[src/rtl/mdio_peripheral_receiver.sv]
// PHY-side MDIO target: deserialises 32-bit management frames from an oversampled MDC/MDIO
// stream into register-file strobes, and serialises read data back onto mdio_in.
module mdio_peripheral_receiver #(
   parameter logic [4:0] PHY_ADDR = 5'd0
) (
   input  logic        clk,
   input  logic        reset,
   input  logic        mdc,
   input  logic        mdio_out,
   input  logic        mdio_oe,
   output logic        mdio_in,
   output logic [4:0]  reg_addr,
   output logic [15:0] wr_data,
   output logic        wr_stb,
   output logic        rd_stb,
   input  logic [15:0] rd_data,
   output logic        frame_err
);

   typedef enum logic [2:0] {
      S_IDLE,
      S_HEADER,
      S_WR_DATA,
      S_RD_WAIT,
      S_RD_DATA,
      S_DRAIN
   } state_t;

   state_t      state_q, state_d;
   logic        mdc_q;
   logic [5:0]  bit_cnt_q, bit_cnt_d;
   logic [15:0] sh_q, sh_d;
   logic        mdio_in_q, mdio_in_d;
   logic [4:0]  reg_addr_q, reg_addr_d;
   logic [15:0] wr_data_q, wr_data_d;
   logic        wr_stb_q, wr_stb_d;
   logic        rd_stb_q, rd_stb_d;
   logic        frame_err_q, frame_err_d;

   logic        rise;
   logic [15:0] sh_in;

   assign rise  = mdc & ~mdc_q;
   assign sh_in = {sh_q[14:0], mdio_out};

   always_comb begin
      state_d     = state_q;
      bit_cnt_d   = bit_cnt_q;
      sh_d        = sh_q;
      mdio_in_d   = 1'b0;
      reg_addr_d  = reg_addr_q;
      wr_data_d   = wr_data_q;
      wr_stb_d    = 1'b0;
      rd_stb_d    = 1'b0;
      frame_err_d = 1'b0;

      case (state_q)
         S_IDLE: begin
            if (rise && mdio_oe) begin
               sh_d      = sh_in;
               bit_cnt_d = 6'd1;
               state_d   = S_HEADER;
            end
         end

         S_HEADER: begin
            if (rise) begin
               if (!mdio_oe) begin
                  frame_err_d = 1'b1;
                  bit_cnt_d   = 6'd0;
                  state_d     = S_IDLE;
               end else begin
                  sh_d      = sh_in;
                  bit_cnt_d = bit_cnt_q + 6'd1;
                  // sh_in now holds ST, OP, PHYAD, REGAD, TA (frame bits 31..16)
                  if (bit_cnt_q == 6'd15) begin
                     if (sh_in[15:14] != 2'b01 ||
                         (sh_in[13:12] != 2'b10 && sh_in[13:12] != 2'b01)) begin
                        frame_err_d = 1'b1;
                        state_d     = S_DRAIN;
                     end else if (sh_in[11:7] != PHY_ADDR) begin
                        state_d = S_DRAIN;
                     end else if (sh_in[13:12] == 2'b10) begin
                        reg_addr_d = sh_in[6:2];
                        rd_stb_d   = 1'b1;
                        state_d    = S_RD_WAIT;
                     end else if (sh_in[1:0] != 2'b10) begin
                        frame_err_d = 1'b1;
                        state_d     = S_DRAIN;
                     end else begin
                        reg_addr_d = sh_in[6:2];
                        state_d    = S_WR_DATA;
                     end
                  end
               end
            end
         end

         S_WR_DATA: begin
            if (rise) begin
               if (!mdio_oe) begin
                  frame_err_d = 1'b1;
                  bit_cnt_d   = 6'd0;
                  state_d     = S_IDLE;
               end else begin
                  sh_d      = sh_in;
                  bit_cnt_d = bit_cnt_q + 6'd1;
                  if (bit_cnt_q == 6'd31) begin
                     wr_data_d = sh_in;
                     wr_stb_d  = 1'b1;
                     bit_cnt_d = 6'd0;
                     state_d   = S_IDLE;
                  end
               end
            end
         end

         // rd_data is valid on the edge right after the rd_stb cycle
         S_RD_WAIT: begin
            sh_d      = rd_data;
            mdio_in_d = rd_data[15];
            state_d   = S_RD_DATA;
         end

         S_RD_DATA: begin
            mdio_in_d = mdio_in_q;
            if (rise) begin
               sh_d      = {sh_q[14:0], 1'b0};
               mdio_in_d = sh_q[14];
               bit_cnt_d = bit_cnt_q + 6'd1;
               if (bit_cnt_q == 6'd31) begin
                  mdio_in_d = 1'b0;
                  bit_cnt_d = 6'd0;
                  state_d   = S_IDLE;
               end
            end
         end

         S_DRAIN: begin
            if (rise) begin
               bit_cnt_d = bit_cnt_q + 6'd1;
               if (bit_cnt_q == 6'd31) begin
                  bit_cnt_d = 6'd0;
                  state_d   = S_IDLE;
               end
            end
         end

         default: begin
            bit_cnt_d = 6'd0;
            state_d   = S_IDLE;
         end
      endcase
   end

   always_ff @(posedge clk or negedge reset) begin
      if (!reset) begin
         state_q     <= S_IDLE;
         mdc_q       <= 1'b0;
         bit_cnt_q   <= 6'd0;
         sh_q        <= 16'd0;
         mdio_in_q   <= 1'b0;
         reg_addr_q  <= 5'd0;
         wr_data_q   <= 16'd0;
         wr_stb_q    <= 1'b0;
         rd_stb_q    <= 1'b0;
         frame_err_q <= 1'b0;
      end else begin
         state_q     <= state_d;
         mdc_q       <= mdc;
         bit_cnt_q   <= bit_cnt_d;
         sh_q        <= sh_d;
         mdio_in_q   <= mdio_in_d;
         reg_addr_q  <= reg_addr_d;
         wr_data_q   <= wr_data_d;
         wr_stb_q    <= wr_stb_d;
         rd_stb_q    <= rd_stb_d;
         frame_err_q <= frame_err_d;
      end
   end

   assign mdio_in   = mdio_in_q;
   assign reg_addr  = reg_addr_q;
   assign wr_data   = wr_data_q;
   assign wr_stb    = wr_stb_q;
   assign rd_stb    = rd_stb_q;
   assign frame_err = frame_err_q;

endmodule

[config.mk]
export PLATFORM = sky130hd
export DESIGN_NAME = mdio_peripheral_receiver
export DESIGN_NICKNAME = d
export VERILOG_FILES = /design/src/rtl/mdio_peripheral_receiver.sv
export SDC_FILE = /design/constraint.sdc
export NUM_CORES = 1
export LEC_CHECK = 0
export BUFFER_PORTS_ARGS = -buffer_cell sky130_fd_sc_hd__clkbuf_2
export CORE_ASPECT_RATIO = 0.9
export CORE_MARGIN = 2
export CORE_UTILIZATION = 49
export CTS_CLUSTER_SIZE = 28
export DETAILED_ROUTE_END_ITERATION = 7
export GPL_TIMING_DRIVEN = 0
export PLACE_DENSITY = 0.81
export SLEW_MARGIN = 10
export SYNTH_ARGS = -nofsm -noshare
export SYNTH_HDL_FRONTEND = slang
export SYNTH_SLANG_ARGS = --single-unit
export TNS_END_PERCENT = 100
[constraint.sdc]
create_clock -name clk -period 2.24 [get_ports clk]
set_input_delay 0.336 -clock clk [delete_from_list [all_inputs] [get_ports clk]]
set_output_delay 0.336 -clock clk [all_outputs]
set_load 0.02 [all_outputs]
-- Yosys cells after proc, flatten, opt, wreduce, memory -nomap -nowiden
Index checks and enable logic that the tools add are counted.
- register bits after elaboration: 50
- input bits: 21
- output and inout port bits: 25
- bitwise gates (word level): 5
- muxes and demuxes: 52
- add/subtract/negate cells: 1
- reduce and logical (&&, ||, !) cells: 13
- equal/unequal tests: 21
- operator list (operator ; count):
    two-way mux 15 bit ; 4
    one-hot mux 15 bit (4 select lines) ; 1
    two-way mux 6 bit ; 7
    two-way mux 3 bit ; 12
    one-hot mux 6 bit (5 select lines) ; 1
    two-way mux 1 bit ; 22
    one-hot mux 3 bit (5 select lines) ; 1
    AND reduction 5 bit ; 3
    != test 2 bit (second input constant) ; 7
    two-way mux 5 bit ; 2
    != test 2 x 1 -> 1 bit (second input constant) ; 5
    AND reduction 7 bit ; 1
    adder 6 x 1 -> 6 bit (second input constant) ; 1
    == test 3 x 2 -> 1 bit (second input constant) ; 2
    == test 3 bit (second input constant) ; 2
    == test 6 x 4 -> 1 bit (second input constant) ; 1
    == test 6 x 5 -> 1 bit (second input constant) ; 1
    nonzero test 5 bit ; 1
    inverter 1 bit ; 4
    one-hot mux 1 bit (2 select lines) ; 2
    AND reduction 4 bit ; 1
    nonzero test 4 bit ; 1
    OR reduction 2 bit ; 2
    == test 3 x 1 -> 1 bit (second input constant) ; 1
    other kinds (6) ; 7

-- Longest topological paths before layout
Gate-level depths: netlist of the first run.
- depth in word-level cells: 9
- gate-level depth with buffers: 8
- mapped depth without buffers: 7

-- Worst setup path after synthesis of the first run
OpenSTA, ideal clock, no wires.
- path kind: reg-to-reg
- from: reg bit_cnt_q[0]
- to: reg wr_data_q[0] (netlist: wr_data[0])
- arrival time: 2005 ps
- setup slack: 110 ps
- buffers on the path: 2
- data required time: 2115 ps
- library setup time: 125 ps
- stages on the path, launching flop included: 8
- clock period less this slack: 2130 ps
- cells stage by stage: dfrtp_1 > ha_1 > nand3_2 > or3b_4 > or3_1 > buf_6 > buf_12 > mux2_4
- longest elaborated chain between the ends: 2
- ends and longest elaborated chain (item ; RTL line ; text):
    start: declaration ; 31 ; logic [5:0] bit_cnt_q, bit_cnt_d;
    start signal: assignment ; 171 ; bit_cnt_q <= bit_cnt_d;
    == test 6 x 5 -> 1 bit ; 108 ; if (bit_cnt_q == 6'd31) begin
    AND reduction 4 bit (no line) ; -- ;
    end signal: assignment ; 175 ; wr_data_q <= wr_data_d;
    end: declaration ; 35 ; logic [15:0] wr_data_q, wr_data_d;
No other way between the ends.
A chain may end at the register's enable or synchronous reset.

-- Worst setup path after layout of the first run
- from: reg bit_cnt_q[0]
- to: reg wr_data_q[1] (netlist: wr_data[1])
The elaborated chain is that of the path after synthesis.

==> results of run 1 <==
-- per-layer routing --
metal / global-route usage [%] / routed length [µm] / share of wire [%] / up-vias
li1: - / - / - / 953
met2: 33.5 / 2700 / 48 / 73
met3: 3.95 / 323 / 5.7 / 13
met4: 7.60 / 121 / 2.1 / 0
met1: 31.3 / 2490 / 44 / 990
met5: 0 / 0 / 0 / -
-- synth_stat cells (all sizes together) (2+ instances only) --
master  count
nor2       21
nand3       6
mux2       20
and3        2
o21ai       8
o22ai       2
inv         7
a22o        3
or3b        2
o32ai       2
buf         6
or4         2
clkbuf      9
dfrtp      50
nor3        5
o21a        3
a31oi      15
ha          2
nand2      33
or3         2
nor2b       4
a21oi       7
-- cells by family after synthesis --
group           Yosys count  share of synthesized area (%)
xor+xnor                  1                          0.359
buf+inv                  22                           4.97
compound gates           53                           14.7
mux                      21                           10.7
fa+ha+maj                 2                           1.03
flops                    50                           51.3
simple gates             85                           16.9
-- worst max-delay path by stage --
stage,startpoint,cells past startpoint,end
after global routing,sh_q[11]$_DFFE_PN0P_,7,reg_addr[4]$_DFFE_PN0P_
final,bit_cnt_q[0]$_DFFE_PN0P_,7,wr_data[1]$_DFFE_PN0P_
after detailed placement,sh_q[11]$_DFFE_PN0P_,6,reg_addr[1]$_DFFE_PN0P_
after CTS,bit_cnt_q[1]$_DFFE_PN0P_,7,wr_data[1]$_DFFE_PN0P_
after floorplan,bit_cnt_q[0]$_DFFE_PN0P_,7,wr_data[0]$_DFFE_PN0P_
after global placement,bit_cnt_q[0]$_DFFE_PN0P_,7,wr_data[0]$_DFFE_PN0P_
-- layout make-up --
| type | count | area, µm² | area share, % |
|---|---|---|---|
| timing repair buffer | 50 | 265 | 9.12 |
| inverter | 7 | 26.3 | 0.903 |
| sequential | 50 | 1250 | 43.0 |
| clock inverter | 2 | 12.5 | 0.430 |
| clock buffer | 6 | 82.6 | 2.84 |
| multi-input combinational | 162 | 1090 | 37.6 |
| buffer | 15 | 96.3 | 3.31 |
| tap | 65 | 81.3 | 2.80 |
-- metrics by stage --
step / total power [µW] / TNS, ns / cells
after detailed placement: 1780 / -0.387 / 343
final: 2390 / 0 / 357
after floorplan: 1590 / 0 / 234
after global placement: 1740 / -0.320 / 343
after global routing: 2540 / -0.00906 / 357
after CTS: 2340 / 0 / 354
-- cell usage in the layout (no fill, tap or decap), types with 2 or more instances in the layout --
cell | Yosys | layout
or3_1 | 2 | 2
mux2_4 | 7 | 7
clkbuf_1 | 9 | 8
nor2_1 | 21 | 21
nor2b_1 | 4 | 4
a31oi_1 | 15 | 15
dfrtp_1 | 50 | 50
clkbuf_8 | 0 | 6
nand2_1 | 33 | 33
clkbuf_2 | 0 | 44
nand3_1 | 5 | 5
a22o_1 | 3 | 3
o32ai_1 | 2 | 2
o21ai_0 | 8 | 8
buf_6 | 2 | 2
o21a_1 | 3 | 3
or4_1 | 2 | 2
a21oi_1 | 7 | 7
nor3_1 | 4 | 4
inv_1 | 7 | 7
and3_1 | 2 | 2
mux2_2 | 13 | 13
o22ai_1 | 2 | 2
buf_4 | 2 | 8
-- what timing repair did --
action,in CTS,in global routing
resized for setup,1,5
pin swaps,1,3
endpoints found under the setup margin,12,23
buffers inserted,3,3
-- power groups by stage --
stage	Sequential, µW	Combinational [µW]	Clock (µW)
after global routing	1280	657	601
after detailed placement	1250	525	0
after floorplan	1200	395	0
final	1250	578	555
after CTS	1230	549	562
after global placement	1240	499	0
-- state kept, by name, indices dropped and copies added, names as in the netlist --
signal / count
wr_stb: 1
mdc_q: 1
state_q: 3
mdio_in: 1
frame_err: 1
sh_q: 15
bit_cnt_q: 6
rd_stb: 1
wr_data: 16
reg_addr: 5
==> results.txt, run 1 <==
----------------------------------------------------
[Placement]
  Final estimated routing congestion in global placement ... 0.844
  Placement-stage worst setup slack ... -0.0454 ns
  Placed Area ... roughly 0.0027 mm²
  Input/output buffers ... 44
  Total half-perimeter wirelength after legalization and detailed placement ... 3890 µm

[Worst setup path]
  Largest delay contributor family on the critical path ... simple AND/OR/NAND/NOR gates
  Data arrival time of the worst path ... roughly 2.4 ns
  Cell count of the worst reg-to-reg path ... 7
  Required time at the worst-slack endpoint ... 2.43 ns
  Slowest cell on the critical path ... or3b_4
  Type of the worst setup path ... register to register
  Max stage delay on crit path ... 0.41 ns
  Critical register-to-register path startpoint ... bit_cnt_q[0]$_DFFE_PN0P_
  Top fanout value on the critical path ... 10
  Startpoint type of the worst setup path ... register
  Number of buffer and inverter stages on the critical path ... 2
  Sort of element at the end of the critical path ... register
  R2R Path End ... wr_data[1]$_DFFE_PN0P_
  Critical-path cell list ... ha_4, nand3_4, or3b_4, or3_1, buf_6, buf_12, mux2_4
  Reg2reg setup slack ... 0.04 ns

[Global route]
  Global-route wire length before repair ... 9450 µm
  Total track usage ... between 20% and 30%
  Maximum number of pins on one net before global-route repair ... 51
  Gr ovfl total ... 0
  Via count of the first global-routing pass ... 1,958
  Antenna violations before repair ... 0

[Finish]
  Net count of the finished layout ... 314
  Layout overhead on the synthesized area ... 19.2%
  Share of cells above drive strength 1 ... 31.5%
  # fillers ... 435
  Post-route cell area ... 0.00291 mm²
  Antenna diodes ... 0
  Fraction of the core area covered by cells at the end of the flow ... 60.2%

[Power and ir drop]
  Part of the total power dissipated in the clock network ... 23.3%
  P_int ... 1570 µW
  Worst IR Drop VDD ... 0.501 mV
  Reg power frac ... 52.5%
  Switching share of total power ... 34.4%
  Power density over cell area ... about 820 mW/mm²
  Switching power ... 820 µW
  Part of the power in combinational logic ... 24.2%
  Leakage power total ... 0.00146 µW

[Synth]
  EDFF count, synth ... 0
  Cell type with the largest total area after synthesis ... dfrtp_1
  Count of state elements after synthesis ... 50
  Cell area after synthesis ... 0.00244 mm²
  Avg Inst Size Synth ... ~10 µm²
  Top FF cell, synth ... dfrtp_1
  Gate count after technology mapping ... 234
  Dominant cells by area after synthesis ... dfrtp_1 51%, mux2_2 6.0%, nand2_1 5.1%
  Library cells used by synthesis ... between 50 and 60
  YS warnings ... 0
  Post-synth net total ... 257
  Area share of the leading cell type in the synthesized netlist ... 51.3%
  Proportion of synthesized chip area in sequential cells ... 51.3%
  Share of flip-flops with an asynchronous set or reset after synthesis ... 100%

[Min path]
  Hold/Removal Path Class ... input pin to register
  Number of cells traversed by the worst hold path ... 1
  Hold Path Sink ... mdc_q$_DFF_PN0_
  Min-delay src ... mdc

[Clocking]
  Clk pin slew, worst setup/hold paths ... roughly 0.09 ns
  Worst-skew pair later-pin latency ... approximately 0.3 ns
  TritonCTS clock tree ... done
  Depth of the CTS H-tree ... 2
  Maximum buffer depth of the clock tree ... 2
  Number of CTS-inserted buffers ... 5
  Post-CTS Hold Buffers ... 0
  Root buf cell ... clkbuf_8
  Number of sinks handled by clock tree synthesis ... 50

[Floorplanning]
  Effective utilization at floorplan ... 50.5%
  Floorplan row count ... 24
  Chip height ... 70.9 µm
  Top Ports ... 46
  Area of the die ... around 0.0056 mm²
  Placeable core region ... 0.00483 mm²
  Width of the chip ... 78.4 µm

[Route]
  Number of detailed-route iterations in the first pass ... 4
  Average routed wire per standard cell ... 15.8 µm
  Total length of routed wires ... 5640 µm
  Vias per cell ... 5.68
  Total number of vias ... between 2,000 and 2,500
  Drt initial violations ... 346
  Post-detailed-route DRC marker count ... 0
  Number of routed nets with antenna violations ... 0

[Timing]
  Achievable Freq ... 0.454 GHz
  Time the worst path needs with I/O delays and setup ... 2.20 ns
  Smallest setup slack after layout ... between 0.03 and 0.04 ns
  Post-route clock skew ... between 0.007 and 0.008 ns
  Setup-violating endpoint count in the final report ... 0
  Least-Margin Pin Slew ... 1.09 ns
  Total count of max-transition violations in the final report ... 0
  Relative slew slack ... between 20 and 30%
  Final Hold Fails ... 0
  Crit share post-route ... 98.4%
  Hold WS ... about 0.16 ns

[Status]
  Run status ... completed

[Run]
  Maximum Capacitance Violations ... 0

----------------------------------------------------
No activity file was read; power rests on OpenSTA's default activity.
==> run 2, diff against run 1 <==
GPL_TIMING_DRIVEN = 1   (was 0)
==> results.txt, run 2 (synthesis gave the netlist of run 1 again) <==
----------------------------------------------------
[Status]
  Run status ... completed

[Route]
  Drt initial violations ... 209
  Met3 layer wire length in the routed design ... 271 µm
  Post-detailed-route DRC marker count ... 0
  Average routed wire per standard cell ... 15.3 µm
  Vias per cell ... about 5.7
  Total number of vias ... between 2,000 and 2,500
  Routed met1 length ... 2490 µm
  Number of detailed-route iterations in the first pass ... 4
  Top sig layer ... met4
  Number of routed nets with antenna violations ... 0
  Routed met2 length ... 2550 µm
  Total length of routed wires ... 5390 µm

[Global route]
  Total track usage ... between 20% and 30%
  Gr ovfl total ... 0
  Via count of the first global-routing pass ... 1,811
  Antenna violations before repair ... 0
  Global-route wire length before repair ... between 9000 and 10,000 µm
  Maximum number of pins on one net before global-route repair ... 31

[Floorplanning]
  Width of the chip ... a little under 80 µm
  Effective utilization at floorplan ... 50.5%
  Top Ports ... 46
  Chip height ... approximately 70 µm
  Area of the die ... 0.00556 mm²
  Placeable core region ... 0.00483 mm²
  Floorplan row count ... 24

[Finish]
  Share of cells above drive strength 1 ... 33.4%
  Antenna diodes ... 0
  # fillers ... 423
  Fraction of the core area covered by cells at the end of the flow ... ~60%
  Layout overhead on the synthesized area ... 19.3%
  Max FFs per register ... 16
  Commonest cells after routing, fill and taps aside ... 50 x dfrtp_1, 45 x clkbuf_2, 33 x nand2_1
  Commonest non-fill, non-tap cell in the layout ... dfrtp_1
  Net count of the finished layout ... 309

[Clocking]
  Worst-skew pair later-pin latency ... a little over 0.3 ns
  Depth of the CTS H-tree ... 2
  TritonCTS clock tree ... done
  Clk pin slew, worst setup/hold paths ... 0.09 ns
  Maximum buffer depth of the clock tree ... 2
  Number of CTS-inserted buffers ... 5
  Number of sinks handled by clock tree synthesis ... 50
  Root buf cell ... clkbuf_8

[Placement]
  Total half-perimeter wirelength after legalization and detailed placement ... 3800 µm
  Input/output buffers ... 45
  Final estimated routing congestion in global placement ... 0.895

[Worst setup path]
  Top fanout value on the critical path ... 15
  Required time at the worst-slack endpoint ... 2.43 ns
  Critical register-to-register path startpoint ... bit_cnt_q[0]$_DFFE_PN0P_
  Setup crit start ... bit_cnt_q[0]$_DFFE_PN0P_
  Startpoint type of the worst setup path ... register
  Reg2reg setup slack ... between 0.09 and 0.1 ns
  Data arrival time of the worst path ... 2.34 ns
  Type of the worst setup path ... register to register
  Sort of element at the end of the critical path ... register

[Power and ir drop]
  Worst IR Drop VDD ... 0.575 mV
  Power density over cell area ... 805 mW/mm²
  Leakage power total ... 0.00148 µW

[Timing]
  Time the worst path needs with I/O delays and setup ... 2.15 ns
  Least-Margin Pin Slew ... 0.667 ns
  Sum of negative setup slack ... 0 ns
  Total count of max-transition violations in the final report ... 0
  Relative slew slack ... between 50% and 60%
  Setup-violating endpoint count in the final report ... 0
  Final Hold Fails ... 0
  Achievable Freq ... between 0.4 and 0.5 GHz
  Post-route clock skew ... 0.00995 ns
  RSZ-0062 raised after global routing ... no
  Crit share post-route ... between 90% and 100%

[Min path]
  Hold/Removal Path Class ... input pin to async pin

[Run]
  Maximum Capacitance Violations ... 0

----------------------------------------------------
run 2: cell count changes in the layout (fill, tap and decap cells not counted), sizes merged:
| cell | previous run | this run |
|---|---|---|
| buf | 13 | 15 |
| clkbuf | 58 | 51 |
run 2: cell type report:
cell class	count	area (µm²)	area share [%]
inverter	7	26.3	0.902
sequential	50	1250	43.0
tap	65	81.3	2.79
timing repair buffer	60	375	12.9
clock buffer	6	82.6	2.84
clock inverter	2	12.5	0.430
multi-input combinational	162	1080	37.2
run 2: path summary, 6_finish.rpt:
| kind | end | cells after the start |
|---|---|---|
| worst min-delay path | wr_data[9]$_DFFE_PN0P_ | 1 |
| min in group clk | mdc_q$_DFF_PN0_ | 1 |
| worst min register to register | reg_addr[1]$_DFFE_PN0P_ | 1 |
| worst max register to register | wr_data[0]$_DFFE_PN0P_ | 6 |
| worst max-delay path | wr_data[0]$_DFFE_PN0P_ | 6 |
| max in group asynchronous | state_q[1]$_DFFE_PN0P_ | 2 |
run 2: layer usage:
| metal | track usage [%] | vias up |
|---|---|---|
| li1 | - | 937 |
| met1 | 30.2 | 1004 |
| met2 | 31.4 | 59 |
| met3 | 4.21 | 7 |
| met4 | 8.38 | 0 |
| met5 | 0 | - |
run 2: what timing repair did:
| item | CTS | global route |
|---|---|---|
| hold buffers | 0 | 0 |
| resized for setup | 0 | 3 |
| buffers inserted | 1 | 1 |
| pin swaps | 1 | 1 |
| setup endpoints to repair | 5 | 7 |
| gates cloned | 0 | 0 |
run 2: worst max-delay path, cell delays in order (launching register included):
cell,delay (ns)
dfrtp_1,0.39
ha_1,0.21
nand3_2,0.10
or3b_4,0.44
or3_1,0.42
buf_12,0.18
mux2_4,0.30
run 2: metrics by stage:
stage	hold slack (ns)	std cells	total power (µW)	area, µm²	worst slack, ns
6_report	0.0416	352	2340	2910	0.0906
5_1_grt	0.0816	352	2480	2910	0.0191
3_3_place_gp	0.389	342	1750	2790	0.0887
4_1_cts	0.0534	351	2330	2900	0.0647
2_1_floorplan	0.0404	234	1590	2440	0.110
3_5_place_dp	0.388	342	1780	2790	0.00830
run 2: power by group:
| part | leakage [µW] | internal, µW | switching, µW |
|---|---|---|---|
| combinational | 0.000812 | 249 | 283 |
| sequential | 0.000624 | 1060 | 204 |
| clock | 0.0000472 | 249 | 300 |
